$ cat src/rtl/fpu_pkg.sv
// Shared FPU definitions: ftoi pipeline latency, default tag width and result metadata.
package fpu_pkg;

    localparam int unsigned FTOI_LAT   = 2;
    localparam int unsigned FTOI_TAG_W = 5;
    localparam int unsigned FTOI_SRC_W = 1;

    // Metadata that travels alongside an ftoi op (default two-requester configuration)
    typedef struct packed {
        logic [FTOI_TAG_W-1:0] tag;
        logic [FTOI_SRC_W-1:0] src;
    } ftoi_meta_t;

endpackage

$ cat src/rtl/fpu_result_fifo.sv
// Synchronous result FIFO; head is presented combinationally, zero when empty.
module fpu_result_fifo #(
    parameter int unsigned WIDTH = 32,
    parameter int unsigned DEPTH = 4,
    localparam int unsigned PTR_W = (DEPTH > 1) ? $clog2(DEPTH) : 1,
    localparam int unsigned CNT_W = $clog2(DEPTH + 1)
) (
    input  logic             clk,
    input  logic             rst_n,
    input  logic             push,
    input  logic [WIDTH-1:0] wdata,
    input  logic             pop,
    output logic [WIDTH-1:0] rdata,
    output logic             full,
    output logic             empty,
    output logic [CNT_W-1:0] count
);

    logic [WIDTH-1:0] mem_q [DEPTH];
    logic [PTR_W-1:0] wr_ptr_q, wr_ptr_d;
    logic [PTR_W-1:0] rd_ptr_q, rd_ptr_d;
    logic [CNT_W-1:0] count_q, count_d;

    function automatic logic [PTR_W-1:0] ptr_inc(input logic [PTR_W-1:0] p);
        return (p == PTR_W'(DEPTH - 1)) ? '0 : p + 1'b1;
    endfunction

    // Pointer and occupancy next-state
    always_comb begin
        wr_ptr_d = push ? ptr_inc(wr_ptr_q) : wr_ptr_q;
        rd_ptr_d = pop ? ptr_inc(rd_ptr_q) : rd_ptr_q;
        unique case ({push, pop})
            2'b10:   count_d = count_q + 1'b1;
            2'b01:   count_d = count_q - 1'b1;
            default: count_d = count_q;
        endcase
    end

    // Pointer and occupancy registers
    always_ff @(posedge clk or negedge rst_n) begin
        if (!rst_n) begin
            wr_ptr_q <= '0;
            rd_ptr_q <= '0;
            count_q  <= '0;
        end else begin
            wr_ptr_q <= wr_ptr_d;
            rd_ptr_q <= rd_ptr_d;
            count_q  <= count_d;
        end
    end

    // Storage; a push into a full FIFO with a pop overwrites the slot being read out
    always_ff @(posedge clk) begin
        if (push) begin
            mem_q[wr_ptr_q] <= wdata;
        end
    end

    assign empty = (count_q == '0);
    assign full  = (count_q == CNT_W'(DEPTH));
    assign count = count_q;
    assign rdata = empty ? '0 : mem_q[rd_ptr_q];

endmodule

$ cat src/rtl/ftoi_issue_arbiter.sv
// Round-robin issue arbiter in front of a shared fixed-latency ftoi pipeline, with
// credit-based flow control and a result FIFO that absorbs consumer stalls.
module ftoi_issue_arbiter
    import fpu_pkg::*;
#(
    parameter int unsigned NREQ       = 2,
    parameter int unsigned LAT        = FTOI_LAT,
    parameter int unsigned TAG_W      = FTOI_TAG_W,
    parameter int unsigned FIFO_DEPTH = 4,
    localparam int unsigned SRC_W     = (NREQ > 1) ? $clog2(NREQ) : 1,
    localparam int unsigned CNT_W     = $clog2(FIFO_DEPTH + 1)
) (
    input  logic                  clk,
    input  logic                  reset,
    input  logic [NREQ-1:0]       req_valid,
    output logic [NREQ-1:0]       req_ready,
    input  logic [NREQ*32-1:0]    req_op,
    input  logic [NREQ*TAG_W-1:0] req_tag,
    output logic [31:0]           ftoi_op,
    input  logic [31:0]           ftoi_result,
    output logic                  resp_valid,
    input  logic                  resp_ready,
    output logic [31:0]           resp_data,
    output logic [TAG_W-1:0]      resp_tag,
    output logic [SRC_W-1:0]      resp_src
);

    localparam int unsigned ENTRY_W = 32 + TAG_W + SRC_W;

    logic [CNT_W-1:0] cnt_q, cnt_d;
    logic [SRC_W-1:0] rr_q, rr_d;
    logic [31:0]      ftoi_op_q, ftoi_op_d;
    logic [LAT-1:0]   sh_vld_q, sh_vld_d;
    logic [TAG_W-1:0] sh_tag_q [LAT];
    logic [TAG_W-1:0] sh_tag_d [LAT];
    logic [SRC_W-1:0] sh_src_q [LAT];
    logic [SRC_W-1:0] sh_src_d [LAT];

    logic             issue_ok, grant_any, push, pop, fifo_full, fifo_empty;
    logic [SRC_W-1:0] grant_idx;
    logic [CNT_W-1:0] fifo_count;
    logic [ENTRY_W-1:0] fifo_rdata;

    // Round-robin search from rr_q; credits cover both in-flight ops and buffered results
    always_comb begin
        int unsigned idx;
        idx       = 0;
        grant_any = 1'b0;
        grant_idx = '0;
        req_ready = '0;
        issue_ok  = reset && (cnt_q < CNT_W'(FIFO_DEPTH));
        for (int unsigned k = 0; k < NREQ; k++) begin
            idx = (int'(rr_q) + k) % NREQ;
            if (issue_ok && !grant_any && req_valid[idx]) begin
                grant_any = 1'b1;
                grant_idx = SRC_W'(idx);
            end
        end
        if (grant_any) begin
            req_ready[grant_idx] = 1'b1;
        end
    end

    // Next-state for operand register, rr pointer, shadow pipeline and credit counter
    always_comb begin
        ftoi_op_d   = ftoi_op_q;
        rr_d        = rr_q;
        sh_vld_d    = {sh_vld_q[LAT-2:0], grant_any};
        sh_tag_d[0] = req_tag[TAG_W*grant_idx +: TAG_W];
        sh_src_d[0] = grant_idx;
        for (int unsigned j = 1; j < LAT; j++) begin
            sh_tag_d[j] = sh_tag_q[j-1];
            sh_src_d[j] = sh_src_q[j-1];
        end
        if (grant_any) begin
            ftoi_op_d = req_op[32*grant_idx +: 32];
            rr_d      = (grant_idx == SRC_W'(NREQ - 1)) ? '0 : grant_idx + 1'b1;
        end
        unique case ({grant_any, pop})
            2'b10:   cnt_d = cnt_q + 1'b1;
            2'b01:   cnt_d = cnt_q - 1'b1;
            default: cnt_d = cnt_q;
        endcase
    end

    // State registers; reset clears shadow valids so stale datapath output is never captured
    always_ff @(posedge clk or negedge reset) begin
        if (!reset) begin
            cnt_q     <= '0;
            rr_q      <= '0;
            ftoi_op_q <= '0;
            sh_vld_q  <= '0;
            for (int unsigned j = 0; j < LAT; j++) begin
                sh_tag_q[j] <= '0;
                sh_src_q[j] <= '0;
            end
        end else begin
            cnt_q     <= cnt_d;
            rr_q      <= rr_d;
            ftoi_op_q <= ftoi_op_d;
            sh_vld_q  <= sh_vld_d;
            for (int unsigned j = 0; j < LAT; j++) begin
                sh_tag_q[j] <= sh_tag_d[j];
                sh_src_q[j] <= sh_src_d[j];
            end
        end
    end

    assign push = sh_vld_q[LAT-1];
    assign pop  = resp_valid && resp_ready;

    fpu_result_fifo #(
        .WIDTH (ENTRY_W),
        .DEPTH (FIFO_DEPTH)
    ) u_fifo (
        .clk   (clk),
        .rst_n (reset),
        .push  (push),
        .wdata ({ftoi_result, sh_tag_q[LAT-1], sh_src_q[LAT-1]}),
        .pop   (pop),
        .rdata (fifo_rdata),
        .full  (fifo_full),
        .empty (fifo_empty),
        .count (fifo_count)
    );

    assign ftoi_op                          = ftoi_op_q;
    assign resp_valid                       = !fifo_empty;
    assign {resp_data, resp_tag, resp_src}  = fifo_rdata;

    // Credits must always cover the buffer, so a push never lands on a full FIFO without a pop
    a_credit_covers_fifo: assert property (@(posedge clk) disable iff (!reset)
        (cnt_q >= fifo_count) && !(push && fifo_full && !pop));

endmodule

$ cat config.mk
export PLATFORM = sky130hd
export DESIGN_NAME = ftoi_issue_arbiter
export DESIGN_NICKNAME = d
export VERILOG_FILES = /design/src/rtl/fpu_pkg.sv /design/src/rtl/fpu_result_fifo.sv /design/src/rtl/ftoi_issue_arbiter.sv
export SDC_FILE = /design/constraint.sdc
export NUM_CORES = 1
export LEC_CHECK = 0
export CORE_UTILIZATION = 54
export DETAILED_ROUTE_END_ITERATION = 10
export GPL_TIMING_DRIVEN = 0
export PLACE_DENSITY = 0.87
export SKIP_CTS_REPAIR_TIMING = 1
export SLEW_MARGIN = 0
export SYNTH_ARGS = -nofsm -noshare
export SYNTH_HDL_FRONTEND = slang
export SYNTH_SLANG_ARGS = --single-unit
$ cat constraint.sdc
create_clock -name clk -period 3.7 [get_ports clk]
set_input_delay 0.37 -clock clk [delete_from_list [all_inputs] [get_ports clk]]
set_output_delay 0.37 -clock clk [all_outputs]
set_load 0.02 [all_outputs]
==> flow_summary.json <==
{
  "tritoncts": "built",
  "cp-start-kind": "input port",
  "syn_nets": 630,
  "clk_pin_slew_ns": 0.06,
  "syn_avg_cell_area_um2": 16.2,
  "multi_input_area_um2": 2110,
  "cp_max_fo": 40,
  "clockBufferDepth": 3,
  "reg2reg_from": "u_fifo.count[2]",
  "holdCritPathClass": "reg -> reg",
  "via_per_inst": 5.54,
  "worst_pin_slew_ns": 0.662,
  "max-vdd-ir-drop_v": 0.000414,
  "final_cell_mix": "182 x clkdlybuf4s50_1, 152 x edfxtp_1, 83 x nand2_1, 57 x dfrtp_1, 39 x nor2b_1",
  "yosysWarnings": 0,
  "die-area_um2": 15800,
  "ys_ff_latch": 209,
  "arrival_ns": 3.07,
  "io_pins": 184,
  "overflow": 0,
  "n_antenna_cell": 0,
  "grt_pass1_wl_mm": 28.6,
  "fmax_ghz": 0.290,
  "portBuffers": 183,
  "skew_ns": 0.0222,
  "timing.hold.ws_ns": 0.349,
  "h-tree-depth": 1,
  "layout.cells.most_common": "clkdlybuf4s50_1",
  "placed_area_um2": 10400,
  "synth.distinct_cells": 33,
  "first_iter_violations": 379,
  "die_width_um": 126,
  "antenna_found_initial": 0,
  "wl_per_cell_um": 19.8,
  "seq_area_um2": 5990,
  "grt_use_total_pct": 23.8,
  "clk_latency_ns": 0.50,
  "dr.pass1.iters": 5,
  "setup_viol": 0,
  "drc": 0,
  "hpwl_mm": 12.1,
  "critPathKind": "in -> out",
  "place_congestion": 0.871,
  "rsz0062_at_grt": "false",
  "tns_ns": 0,
  "root_buffer": "clkbuf_16",
  "finish.utilization_pct": 75.9,
  "total_power_mw": 8.99,
  "layout-drive-gt1-share_pct": 15.3,
  "final_antenna_net_count": 0,
  "grt_max_degree": 41,
  "start_util_pct": 56.1,
  "crit_path_start": "reset",
  "fp.dieH_um": 126,
  "worst_ep_required_time_ns": 3.33,
  "num_rows": 44,
  "fin_nets": 842,
  "period_share_pct": 93.1,
  "fillers": 856,
  "drv_cap": 0,
  "min_from": "sh_vld_q[0]",
  "cp-end-kind": "output port",
  "relSlewSlack_pct": 55.9,
  "area_delta_synth_final_pct": 35.4,
  "cts-buffers-inserted": 21,
  "cts_sinks": 209,
  "maxSlewViolCount": 0,
  "p_leak_nw": 4.10,
  "layout_min_cycle_time_ns": 3.44,
  "stdcell_area_um2": 11200,
  "status": "finished, final reports clean",
  "first_global_vias": 5491,
  "synthCells": 511,
  "drt_wl_total_mm": 18.3,
  "syn_area_um2": 8280,
  "core-area_um2": 14800,
  "ys_seq_area_share_pct": 72.4,
  "final_hold_viol_count": 0,
  "num_vias": 5110,
  "powerDensity_nw_per_um2": 803
}
==> worst max-delay path, cell delays in order <==
cell	delay [ns]
dlygate4sd3_1	0.56
buf_2	0.43
buf_12	0.30
nor2b_1	0.16
nand3_1	0.14
buf_2	0.22
buf_2	0.21
inv_1	0.07
clkdlybuf4s50_1	0.59
==> cell usage after synthesis <==
cell	number	area, um2
nand2b_1	1	6.26
mux2i_1	1	10.0
or3_1	1	6.26
edfxtp_1	152	4560
buf_4	5	37.5
nor2_1	35	131
dfrtp_1	57	1430
o31ai_4	1	21.3
nor3_1	4	20.0
inv_2	1	3.75
o21ba_4	1	16.3
fa_1	2	40.0
nor2_4	1	11.3
a31oi_1	32	200
xnor2_1	3	26.3
mux2_2	1	11.3
nand2_1	83	312
buf_1	2	7.51
nor2_2	1	6.26
nand2b_4	1	13.8
mux4_2	38	856
a21o_2	1	8.76
xor2_1	2	17.5
a22oi_2	1	12.5
inv_1	10	37.5
clkbuf_1	7	26.3
nor2b_1	39	244
xnor2_2	1	16.3
nand3_1	1	5.00
buf_2	14	70.1
o21ai_0	2	10.0
ha_1	6	75.1
and2_1	4	25.0
==> final timing paths <==
kind                                   endpoint  slack [ns]  depth (start not counted)
worst max register to register  u_fifo.count[2]        1.68                          8
worst min-delay path                sh_vld_q[1]        0.35                          0
worst min register to register      sh_vld_q[1]        0.35                          0
worst max-delay path               req_ready[1]        0.26                          9
min in group asynchronous           sh_tag_d[4]        0.42                          2
max in group asynchronous           ftoi_op[12]        2.68                          3
==> through the flow <==
stage	cells	setup WS, ns
final	922	0.256
after floorplan	511	1.76
after global routing	922	0.0543
after detailed placement	883	0.815
after global placement	878	-0.950
after CTS	921	0.576
==> layer usage <==
layer | vias up | track usage (%) | wire, um
met1 | 2533 | 27.8 | 6740
met2 | 233 | 43.6 | 9710
met4 | 0 | 8.58 | 496
met5 | - | 0 | 0
met3 | 47 | 4.84 | 1330
li1 | 2297 | - | -
==> sequential cells by signal, summed over array words and instances, names as in the netlist <==
register / flops
rr_q: 1
cnt_q: 3
u_fifo.count: 3
ftoi_op: 32
sh_tag_q: 5
sh_tag_d: 5
u_fifo.wr_ptr_q: 2
sh_vld_q: 2
u_fifo.mem_q: 152
sh_src_q: 1
sh_src_d: 1
u_fifo.rd_ptr_q: 2
==> report_power, final <==
part | total [mW] | leakage [nW] | internal [mW] | switching (mW)
Clock | 2.28 | 0.371 | 1.41 | 0.868
Combinational | 3.49 | 1.69 | 1.73 | 1.77
Sequential | 3.22 | 2.03 | 2.99 | 0.239
==> kinds of logic (layout without fill, tap and decap cells) <==
| group | Yosys count | count (layout) | share of synthesized area [%] |
|---|---|---|---|
| and+or+nand+nor | 171 | 171 | 9.43 |
| DFF | 209 | 209 | 72.4 |
| xor gates and xnor gates | 6 | 6 | 0.726 |
| adders and majority gates | 8 | 8 | 1.39 |
| AOI/OAI and AO/OA | 38 | 38 | 3.25 |
| muxes | 40 | 40 | 10.6 |
| buffers and inverters | 39 | 266 | 2.21 |
==> final cells by class <==
cell class / instances / share of cell area [%]
plain buffers: 28 / 1.26
well taps: 184 / 2.05
repair buffers: 189 / 17.3
multi-input cells: 263 / 18.8
inverters: 11 / 0.369
clock inverters: 11 / 1.51
clock buffers: 27 / 5.25
flip-flops and latches: 209 / 53.5
No activity file was read; power rests on OpenSTA's default activity.
